`config.mk`:
```
export PLATFORM = sky130hd
export DESIGN_NAME = serial_half_sub
export DESIGN_NICKNAME = d
export VERILOG_FILES = /design/src/rtl/serial_half_sub_pkg.sv /design/src/rtl/half_sub_cell.sv /design/src/rtl/serial_half_sub.sv
export SDC_FILE = /design/constraint.sdc
export NUM_CORES = 1
export LEC_CHECK = 0
export CAP_MARGIN = 10
export CORE_MARGIN = 1
export CORE_UTILIZATION = 45
export DETAILED_ROUTE_END_ITERATION = 16
export GPL_TIMING_DRIVEN = 0
export PLACE_DENSITY = 0.84
export SLEW_MARGIN = 20
export SYNTH_ARGS = -nofsm -noshare
export SYNTH_HDL_FRONTEND = slang
export SYNTH_SLANG_ARGS = --single-unit
```
`constraint.sdc`:
```
create_clock -name clk -period 1.4 [get_ports clk]
set_input_delay 0.28 -clock clk [delete_from_list [all_inputs] [get_ports clk]]
set_output_delay 0.28 -clock clk [all_outputs]
set_load 0.01 [all_outputs]
```
`src/rtl/serial_half_sub_pkg.sv`:
```
// Shared types and constants for the bit-serial half-subtractor datapath.
// Optional build macro used by this block: SERIAL_HALF_SUB_ADD_MODE_EN.
package serial_half_sub_pkg;

  localparam int unsigned SHS_W = 8;

  typedef enum logic [1:0] {
    IDLE  = 2'd0,
    SHIFT = 2'd1,
    DONE  = 2'd2
  } shs_state_t;

endpackage

```
`src/rtl/half_sub_cell.sv`:
```
// Half-subtractor cell (d = x^y, bo = ~x&y); with SERIAL_HALF_SUB_ADD_MODE_EN
// an `add` input switches bo to the half-adder carry (x&y).
module half_sub_cell (
`ifdef SERIAL_HALF_SUB_ADD_MODE_EN
  input  logic add,
`endif
  input  logic x,
  input  logic y,
  output logic d,
  output logic bo
);

  assign d = x ^ y;

`ifdef SERIAL_HALF_SUB_ADD_MODE_EN
  assign bo = add ? (x & y) : (~x & y);
`else
  assign bo = ~x & y;
`endif

endmodule

```
`src/rtl/serial_half_sub.sv`:
```
// Bit-serial W-bit subtractor (A - B, LSB first, one bit per clock) with
// valid/ready on both sides. SERIAL_HALF_SUB_ADD_MODE_EN adds a `mode` port (1 = A + B).
module serial_half_sub
  import serial_half_sub_pkg::*;
#(
  parameter int unsigned W = SHS_W
) (
  input  logic         clk,
  input  logic         rst_n,
`ifdef SERIAL_HALF_SUB_ADD_MODE_EN
  input  logic         mode,
`endif
  input  logic         in_valid,
  output logic         in_ready,
  input  logic [W-1:0] a,
  input  logic [W-1:0] b,
  output logic         out_valid,
  input  logic         out_ready,
  output logic [W-1:0] diff,
  output logic         borrow,
  output logic         busy
);

  localparam int unsigned CNT_W = $clog2(W + 1);

  shs_state_t       state;
  logic [W-1:0]     a_sh;
  logic [W-1:0]     b_sh;
  logic [CNT_W-1:0] cnt;
  logic             bor;
  logic             d1;
  logic             bo1;
  logic             d_bit;
  logic             bo2;
  logic             bor_nxt;
`ifdef SERIAL_HALF_SUB_ADD_MODE_EN
  logic             mode_q;
`endif

  // Two cascaded cells form one full-subtractor (or full-adder) bit slice.
  half_sub_cell u_cell0 (
`ifdef SERIAL_HALF_SUB_ADD_MODE_EN
    .add (mode_q),
`endif
    .x   (a_sh[0]),
    .y   (b_sh[0]),
    .d   (d1),
    .bo  (bo1)
  );

  half_sub_cell u_cell1 (
`ifdef SERIAL_HALF_SUB_ADD_MODE_EN
    .add (mode_q),
`endif
    .x   (d1),
    .y   (bor),
    .d   (d_bit),
    .bo  (bo2)
  );

  assign bor_nxt = bo1 | bo2;

  // Control FSM and datapath; every output is a flop.
  always_ff @(posedge clk or negedge rst_n) begin
    if (!rst_n) begin
      state     <= IDLE;
      in_ready  <= 1'b1;
      out_valid <= 1'b0;
      busy      <= 1'b0;
      diff      <= '0;
      borrow    <= 1'b0;
      a_sh      <= '0;
      b_sh      <= '0;
      cnt       <= '0;
      bor       <= 1'b0;
`ifdef SERIAL_HALF_SUB_ADD_MODE_EN
      mode_q    <= 1'b0;
`endif
    end else begin
      case (state)
        IDLE: begin
          if (in_valid && in_ready) begin
            state    <= SHIFT;
            in_ready <= 1'b0;
            busy     <= 1'b1;
            a_sh     <= a;
            b_sh     <= b;
            bor      <= 1'b0;
            cnt      <= '0;
`ifdef SERIAL_HALF_SUB_ADD_MODE_EN
            mode_q   <= mode;
`endif
          end
        end
        SHIFT: begin
          diff <= {d_bit, diff[W-1:1]};
          a_sh <= {1'b0, a_sh[W-1:1]};
          b_sh <= {1'b0, b_sh[W-1:1]};
          bor  <= bor_nxt;
          cnt  <= cnt + CNT_W'(1);
          if (cnt == CNT_W'(W - 1)) begin
            state     <= DONE;
            busy      <= 1'b0;
            out_valid <= 1'b1;
            borrow    <= bor_nxt;
          end
        end
        DONE: begin
          if (out_ready) begin
            state     <= IDLE;
            out_valid <= 1'b0;
            in_ready  <= 1'b1;
          end
        end
        default: begin
          state     <= IDLE;
          in_ready  <= 1'b1;
          out_valid <= 1'b0;
          busy      <= 1'b0;
        end
      endcase
    end
  end

endmodule

```
==> results of run 1 <==
synthesized netlist by cell type:
| cell type | n | area share, % |
|---|---|---|
| o21ai_0 | 3 | 0.93 |
| buf_4 | 2 | 0.93 |
| nand3b_1 | 1 | 0.47 |
| o32ai_1 | 1 | 0.54 |
| dfrtp_1 | 34 | 53 |
| nand3_1 | 5 | 1.6 |
| nor2_1 | 10 | 2.3 |
| or3_1 | 1 | 0.39 |
| mux2i_1 | 3 | 1.9 |
| clkbuf_1 | 2 | 0.47 |
| nand2_1 | 38 | 8.8 |
| a211oi_1 | 1 | 0.47 |
| a21oi_1 | 19 | 5.9 |
| and3b_1 | 2 | 1.1 |
| mux2_2 | 6 | 4.2 |
| dfstp_2 | 1 | 1.6 |
| o21a_1 | 1 | 0.47 |
| mux2_4 | 8 | 7.4 |
| nor2_4 | 1 | 0.70 |
| o22a_1 | 1 | 0.54 |
| ha_1 | 1 | 0.78 |
| nand2b_4 | 1 | 0.85 |
| buf_6 | 2 | 1.4 |
| buf_2 | 1 | 0.31 |
| fa_1 | 1 | 1.2 |
| o31ai_1 | 1 | 0.47 |
| inv_1 | 5 | 1.2 |
| nor2b_1 | 1 | 0.39 |
power groups by stage:
stage	Combinational (mW)	Clock (mW)	Sequential, mW
after global routing	2.28	0.574	1.79
after detailed placement	1.92	0	1.76
after floorplan	1.26	0	1.76
after CTS	1.96	0.535	1.75
final	2.05	0.519	1.74
after global placement	1.86	0	1.74
area by class of cell:
class	count	area, um^2
timing repair buffer	42	402
buffer	5	38.8
clock inverter	1	5.00
tap	46	57.6
fill	277	1250
sequential	35	878
clock buffer	7	45.0
multi-input combinational	107	694
inverter	5	18.8
sequential cells by signal, summed over array words and instances, names as in the netlist:
register   count
borrow         1
state          2
a_sh           8
out_valid      1
bor            1
b_sh           8
cnt            4
busy           1
diff           8
in_ready       1
cell families after synthesis:
| group | count (synthesis) |
|---|---|
| flops | 35 |
| fa+ha+maj | 2 |
| compound gates | 27 |
| mux | 17 |
| buf+inv | 12 |
| simple gates | 60 |
layer usage:
| metal | up-vias | track usage [%] | share of wire [%] |
|---|---|---|---|
| met1 | 591 | 26.1 | 45 |
| li1 | 613 | - | - |
| met3 | 5 | 4.35 | 4.2 |
| met5 | - | 0 | 0 |
| met2 | 32 | 32.7 | 50 |
| met4 | 0 | 7.62 | 1.2 |
through the flow:
step / util (%) / power [mW] / setup slack, ps
after global placement: 58.5 / 3.60 / -657
after CTS: 61.5 / 4.25 / 0.307
after detailed placement: 59.1 / 3.68 / -364
after floorplan: - / 3.02 / -9.00
final: 63.1 / 4.31 / 25.0
after global routing: 63.1 / 4.64 / -21.6
path summary, 6_finish.rpt:
path                          start  endpoint  slack (ps)  cells past startpoint
min in group clk               a[7]   a_sh[7]         490                      3
max in group asynchronous     rst_n  state[0]         540                      3
hold reg to reg             diff[5]   diff[4]         500                      2
hold / removal                rst_n  state[1]         420                      2
setup / recovery           state[1]   b_sh[5]          20                      4
setup reg to reg           state[1]   b_sh[5]          20                      4
repair_timing:
item / 4_1_cts / 5_1_grt
pin swaps: 1 / 1
resized for setup: 19 / 4
endpoints found under the hold margin: 15 / 0
endpoints found under the setup margin: 31 / 15
buffers inserted: 3 / 6
hold buffers: 1 / 0
cloned: 1 / 0
==> impl_metrics.ini, run 1 <==
[yosys]
ys_seq_elements = 35
ys_seq_area_share_pct = 54.3
synth_fa_ha_area_share_pct = 2.02
synth.area.mux_share_pct = 13.5
synth_top_family_by_area = simple AND/OR/NAND/NOR gates
yosys_warnings = 0
synth_compound_area_share_pct = 9.30
yosys.area_share.simple_pct = 16.6
syn-num-nets = 175
synth_xor_xnor_area_share_pct = 0
yosysUniqueCellTypes = 28
synthCells = 153
postSynthAreaPerCell_um2 = 10.5
syn_area_mm2 = 0.00161

[power_and_ir_drop]
power.share.switching_pct = 36.4
combinationalPowerShare_pct = 47.5
p_leak_nw = 1.07
netSwitchingPower_mw = 1.57
power_density_mw_per_mm2 = 2010
ir_drop_mv = 0.933
intPower_mw = 2.74
clkPwrFrac_pct = 12.1
pwr-share-seq_pct = 40.4

[setup_path]
critical_path.cell_chain = buf_6 > nand2b_4 > mux2_4 > mux2_4
cp_slowest_stage_delay_ps = 380
required_ps = 1620
crit_buf_inv = 1
cp.arrival_ps = 1600
end_kind = flip-flop
crit_path_max_fanout = 8
critPathMostFrequentCell = mux2_4
crit_type = flip-flop to flip-flop
cp_slowest_cell = dfrtp_1
start_kind = flip-flop
cpLargestDelayFamily = multiplexers

[sta]
period_share_pct = 98.2
fmax_mhz = 727
finalSetupViolCount = 0
slew_headroom_pct = 71.6
worst_clock_skew_ps = 4.97
worst_pin_slew_ps = 426
holdWs_ps = 423
grt_setup_unrepaired = true
slew_violations = 0
hold_violations = 0
post-route-min-period_ps = 1380
setup-tns-final_ps = 0

[detailed_routing]
routed_wl_um = 3270
vias = 1241
drtIter0Drc = 30
drc = 0
wl_per_cell_um = 13.2
dr.pass1.iters = 4
vias_per_cell = 5.00
ant_nets = 0

[cts]
ctsRootBufferMaster = clkbuf_4
tritoncts = built
path_clk_slew_ps = 100
clockBufferDepth = 2
cts_made_buffers = 5
clk-insertion-delay-late_ps = 330
cts_sinks = 35
htreeDepth = 2

[layout]
fin_area_mm2 = 0.00214
diodes = 0
nNetsFinal = 223
fin_cells = 248
layout-drive-gt1-share_pct = 21.8
area_delta_synth_final_pct = 32.6
most-common-layout-cells = nand2_1, dfrtp_1, a21oi_1, clkdlybuf4s50_1, dlygate4sd2_1
final_common_cell = nand2_1

[global_routing]
antenna_found_initial = 0
grtUsageTotal_pct = 19.9
grt.overflow.total = 0
grt_pass1_vias = 1144
grt_max_degree = 20
grt_pass1_wl_um = 5340

[die]
die_x_um = 61.9
die_area_mm2 = 0.00383
die_height_um = 61.9
design.core.area_mm2 = 0.00339
start_util_pct = 47.6
rows = 21
ios = 32

[job]
maxCapViolCount = 0

[status]
outcome = completed

[place]
port_buffers = 31
dpl-instance-area_mm2 = 0.00200
dp_hpwl_um = 2150
placed_cells_incl_taps = 231
place_congestion = 0.763

[worst_hold_path]
hold_path.class = input pin to asynchronous set/reset pin
Power figures use the tool's default switching activity.
==> run 2, diff against run 1 <==
--- a/config.mk
+++ b/config.mk
@@ -8,8 +8,8 @@
 export CAP_MARGIN = 10
 export CORE_MARGIN = 1
-export CORE_UTILIZATION = 45
+export CORE_UTILIZATION = 27
 export DETAILED_ROUTE_END_ITERATION = 16
 export GPL_TIMING_DRIVEN = 0
-export PLACE_DENSITY = 0.84
+export PLACE_DENSITY = 0.59
 export SLEW_MARGIN = 20
 export SYNTH_ARGS = -nofsm -noshare
==> constraint.sdc (replaced) <==
create_clock -name clk -period 1.4 [get_ports clk]
set_input_delay 0.21 -clock clk [delete_from_list [all_inputs] [get_ports clk]]
set_output_delay 0.21 -clock clk [all_outputs]
set_load 0.01 [all_outputs]
==> run 2 against run 1 <==
First-iteration DRC count grew to 2.6 times the previous value; worst setup slack better by 5.8 ps; via count is 4.2% lower; clock power is 49% higher; sequential cell count stayed put; die area is 64% higher; cell count is 9.7% higher; register-to-register slack hardly changed; global-route usage is 7.9 points lower; fmax is 0.42% higher; core utilization is 24 points lower; combinational power is 4% lower; critical path type unchanged; largest cell class unchanged; largest power group unchanged.
==> impl_metrics.ini, run 2 (same netlist as run 1, synthesis figures left out) <==
[layout]
fin_area_mm2 = 0.00220
final_common_cell = nand2_1
fillers = 565
layout-drive-gt1-share_pct = 21.0
most-common-layout-cells = nand2_1, dfrtp_1, a21oi_1, clkdlybuf4s50_1, dlygate4sd2_1
area_delta_synth_final_pct = 36.4
reg_top3 = a_sh: 8 flops, b_sh: 8 flops, diff: 8 flops
nNetsFinal = 221
regArea_um2 = 878
multi_input_area_um2 = 689
diodes = 0
fin_cells = 272

[cts]
clockBufferDepth = 2
ctsRootBufferMaster = clkbuf_8
cts_made_buffers = 5
clk-insertion-delay-late_ps = 280
path_clk_slew_ps = 80
htreeDepth = 2
cts_sinks = 35
tritoncts = built

[setup_path]
cp_slowest_stage_delay_ps = 370
cpLargestDelayFamily = multiplexers
crit_buf_inv = 1
end_kind = flip-flop
crit_type = flip-flop to flip-flop
cp.arrival_ps = 1530
critical_path.cell_chain = buf_6 > nand2b_4 > mux2_4 > mux2_4
start_kind = flip-flop
critPathMostFrequentCell = mux2_4
crit_path_max_fanout = 9
cp_slowest_cell = dfrtp_1
required_ps = 1560
rrSetupSlack_ps = 30

[worst_hold_path]
hold_path.class = input pin to asynchronous set/reset pin

[detailed_routing]
dr.pass1.iters = 4
vias_per_cell = 4.37
routed_wl_um = 3280
wl_per_cell_um = 12.1
vias = 1189
ant_nets = 0
drtIter0Drc = 79
drc = 0

[place]
place_congestion = 0.697
port_buffers = 31
dpl-instance-area_mm2 = 0.00203
placed_cells_incl_taps = 257
dp_hpwl_um = 2260

[die]
start_util_pct = 28.6
ios = 32
die_area_mm2 = 0.00629
design.core.area_mm2 = 0.00564
die_x_um = 79.3
rows = 27
die_height_um = 79.3

[sta]
setup-tns-final_ps = 0
grt_setup_unrepaired = true
slew_violations = 0
hold_violations = 0
fmax_mhz = 730
worst_pin_slew_ps = 378
period_share_pct = 97.8
finalSetupViolCount = 0
slew_headroom_pct = 74.8
post-route-min-period_ps = 1370
worst_clock_skew_ps = 7.61

[global_routing]
grt_max_degree = 25
antenna_found_initial = 0
grt_pass1_wl_um = 5830
grt.overflow.total = 0
grt_pass1_vias = 1204
grtUsageTotal_pct = 12.0

[power_and_ir_drop]
p_total_mw = 4.49
p_leak_nw = 1.08
ir_drop_mv = 0.830
power_density_mw_per_mm2 = 2040

[status]
outcome = completed

[job]
maxCapViolCount = 0
[run 2: cell count changes in the layout (fill, tap and decap cells not counted), sizes merged]
cell and delta:
buf -1, dlymetal6s2s +1, clkbuf -3, clkinvlp +1
[run 2: final timing paths]
path / start / to / depth (start not counted)
min in group clk: a[7] / a_sh[7] / 3
max in group asynchronous: rst_n / state[0] / 3
worst max register to register: state[1] / b_sh[1] / 4
worst max-delay path: state[1] / b_sh[1] / 4
worst min-delay path: rst_n / borrow / 2
worst min register to register: diff[0] / diff[0] / 2
[run 2: per-layer routing]
| layer | part of all wire, % | wire length [um] | global-route usage (%) | up-vias |
|---|---|---|---|---|
| met2 | 46 | 1500 | 18.4 | 23 |
| met1 | 49 | 1620 | 16.3 | 559 |
| li1 | - | - | - | 605 |
| met3 | 4.6 | 152 | 3.33 | 2 |
| met4 | 0.30 | 10 | 3.82 | 0 |
| met5 | 0 | 0 | 0 | - |
[run 2: where the power goes]
part | switching, mW | total, mW | leakage [nW] | internal (mW)
clock network | 0.371 | 0.772 | 0.0474 | 0.401
logic | 0.909 | 1.97 | 0.611 | 1.06
registers | 0.295 | 1.75 | 0.423 | 1.45
[run 2: worst reg2reg max path, delay by kind of cell, from the launching register on]
kind	cells	cell delay (ps)
mux	2	570
simple gates	1	180
buf+inv	1	130
flops	1	370
[run 2: layout make-up]
type / instances / share of cell area (%)
Buffer: 5 / 1.65
Clock buffer: 6 / 3.75
Clock inverter: 2 / 0.739
Inverter: 5 / 0.853
Multi-Input combinational cell: 107 / 31.3
Sequential cell: 35 / 39.9
Tap cell: 72 / 4.09
Timing Repair Buffer: 40 / 17.7
[run 2: through the flow]
step / setup slack [ps] / util, % / hold slack [ps]
floorplan: -9.00 / - / -85.6
global placement: -706 / 35.7 / 486
detailed placement: -290 / 36.0 / 121
CTS: 3.29 / 38.3 / 363
global route: -7.81 / 39.0 / 372
finish: 30.8 / 39.0 / 349
[run 2: repair_timing]
action	CTS	global route
pin swaps	1	1
hold buffers	1	0
hold endpoints to repair	10	0
setup buffers	3	4
resized for setup	14	4
endpoints found under the setup margin	28	24
cloned	1	0
==> run 3, diff against run 2 <==
Settings changed: CORE_MARGIN 1 to 1.5, GPL_TIMING_DRIVEN 0 to default, PLACE_DENSITY 0.59 to default, PLACE_DENSITY_LB_ADDON from default to 0.25.
==> run 3 against run 2 <==
Core utilization about the same; critical path depth is 1 lower; sequential power hardly changed; worst setup slack better by 14 ps; sequential share of layout area hardly changed; wire length up 4.5%; critical path type unchanged; hold slack worse by 73 ps; power grew 0.82%; fmax rose by 1.0%; clock skew decreased by 5.3 ps; cell count increased by 0.37%.
==> impl_metrics.ini, run 3 (same netlist as run 1, synthesis figures left out) <==
[place]
dp_hpwl_um = 2280
dpl-instance-area_mm2 = 0.00206
port_buffers = 31
pre_cts_slack_ps = -170
place_congestion = 0.722

[layout]
reg_top3 = a_sh: 8 flops, b_sh: 8 flops, diff: 8 flops
layout-drive-gt1-share_pct = 20.9
final_common_cell = nand2_1
nNetsFinal = 222
fin_area_mm2 = 0.00220
fillers = 595
area_delta_synth_final_pct = 36.4
most-common-layout-cells = nand2_1, dfrtp_1, clkdlybuf4s50_1, a21oi_1, buf_4
diodes = 0
postLayoutCoreUtil_pct = 39.0

[cts]
clockBufferDepth = 2
ctsRootBufferMaster = clkbuf_8
cts_made_buffers = 5
clk-insertion-delay-late_ps = 280
htreeDepth = 2
cts_hold_buf = 0
tritoncts = built
cts_sinks = 35
path_clk_slew_ps = 70

[setup_path]
cp_slowest_cell = dfrtp_2
crit_type = flip-flop to flip-flop
end_kind = flip-flop
critical_path.cell_chain = nand2b_4 > mux2_4 > mux2_2
required_ps = 1570
timing.rr.end = a_sh[0]
start_kind = flip-flop
cpLargestDelayFamily = multiplexers
cp_slowest_stage_delay_ps = 460
rrSetupSlack_ps = 40
r2r-start = state[0]
crit_buf_inv = 0
ff2ff_path_depth = 3
cp.arrival_ps = 1520
crit_path_max_fanout = 11

[global_routing]
grtUsageTotal_pct = 12.0
antenna_found_initial = 0
grt.overflow.total = 0
grt_pass1_wl_um = 5910
grt_pass1_vias = 1275
grt_max_degree = 22

[sta]
fin_ws_ps = 44.7
fmax_mhz = 738
slew_headroom_pct = 81.8
slew_violations = 0
worst_pin_slew_ps = 274
post-route-min-period_ps = 1360
holdWs_ps = 276
hold_violations = 0
finalSetupViolCount = 0
period_share_pct = 96.8
worst_clock_skew_ps = 2.33

[worst_hold_path]
hold_path.class = input pin to asynchronous set/reset pin

[die]
die_area_mm2 = 0.00645
start_util_pct = 28.6
die_x_um = 80.3
ios = 32
die_height_um = 80.3
design.core.area_mm2 = 0.00564
rows = 27

[power_and_ir_drop]
power.share.switching_pct = 34.7
power_density_mw_per_mm2 = 2060
netSwitchingPower_mw = 1.57
p_leak_nw = 1.10
ir_drop_mv = 0.668
clkPwrFrac_pct = 17.6
pwr-share-seq_pct = 38.5
intPower_mw = 2.96
combinationalPowerShare_pct = 43.9
p_total_mw = 4.53

[detailed_routing]
routed_wl_um = 3430
wl_per_cell_um = 12.6
vias_per_cell = 4.42
dr.pass1.iters = 4
vias = 1208
ant_nets = 0
drtIter0Drc = 33
drc = 0

[job]
maxCapViolCount = 0

[status]
outcome = completed
[run 3: what timing repair did]
| action | in CTS | in global routing |
|---|---|---|
| pin swaps | 0 | 0 |
| setup buffers | 1 | 1 |
| resized for setup | 10 | 8 |
| endpoints found under the setup margin | 15 | 19 |
| gates cloned | 1 | 0 |
[run 3: final cells by class]
type | instances | area [um^2] | share of cell area (%)
clock buffer | 8 | 100 | 4.55
inverter | 5 | 18.8 | 0.852
multi-input combinational | 107 | 691 | 31.4
sequential | 35 | 878 | 39.9
tap | 72 | 90.1 | 4.09
timing repair buffer | 46 | 424 | 19.3
[run 3: per-stage QoR]
| step | std cells | TNS [ps] |
|---|---|---|
| 2_1_floorplan | 153 | -61.2 |
| 3_3_place_gp | 262 | -1620 |
| 3_5_place_dp | 262 | -1790 |
| 4_1_cts | 272 | 0 |
| 5_1_grt | 273 | -3.67 |
| 6_report | 273 | 0 |
[run 3: how the worst max path moves through the flow]
stage	from	endpoint	slack, ps	depth (start not counted)
floorplan	state[1]	a_sh[0]	-9	5
global placement	in_valid	a_sh[0]	-160	4
detailed placement	in_valid	b_sh[2]	-170	4
CTS	diff[0]	diff[0]	4	1
global route	state[0]	b_sh[2]	-4	3
finish	state[0]	a_sh[0]	40	3
[run 3: routing by layer]
layer | up-vias | GRT usage (%) | part of all wire, % | wire length [um]
met5 | - | 0 | 0 | 0
met4 | 0 | 4.66 | 1.4 | 48
met3 | 8 | 3.52 | 5.5 | 188
met2 | 32 | 18.1 | 42 | 1460
met1 | 562 | 16.1 | 51 | 1740
li1 | 606 | - | - | -
[run 3: power by group through the flow]
stage	Sequential, mW	Clock [mW]	Combinational (mW)
after floorplan	1.76	0	1.26
after global placement	1.75	0	1.96
after detailed placement	1.75	0	1.98
after CTS	1.74	0.828	1.98
after global routing	1.81	0.878	2.25
final	1.74	0.799	1.99
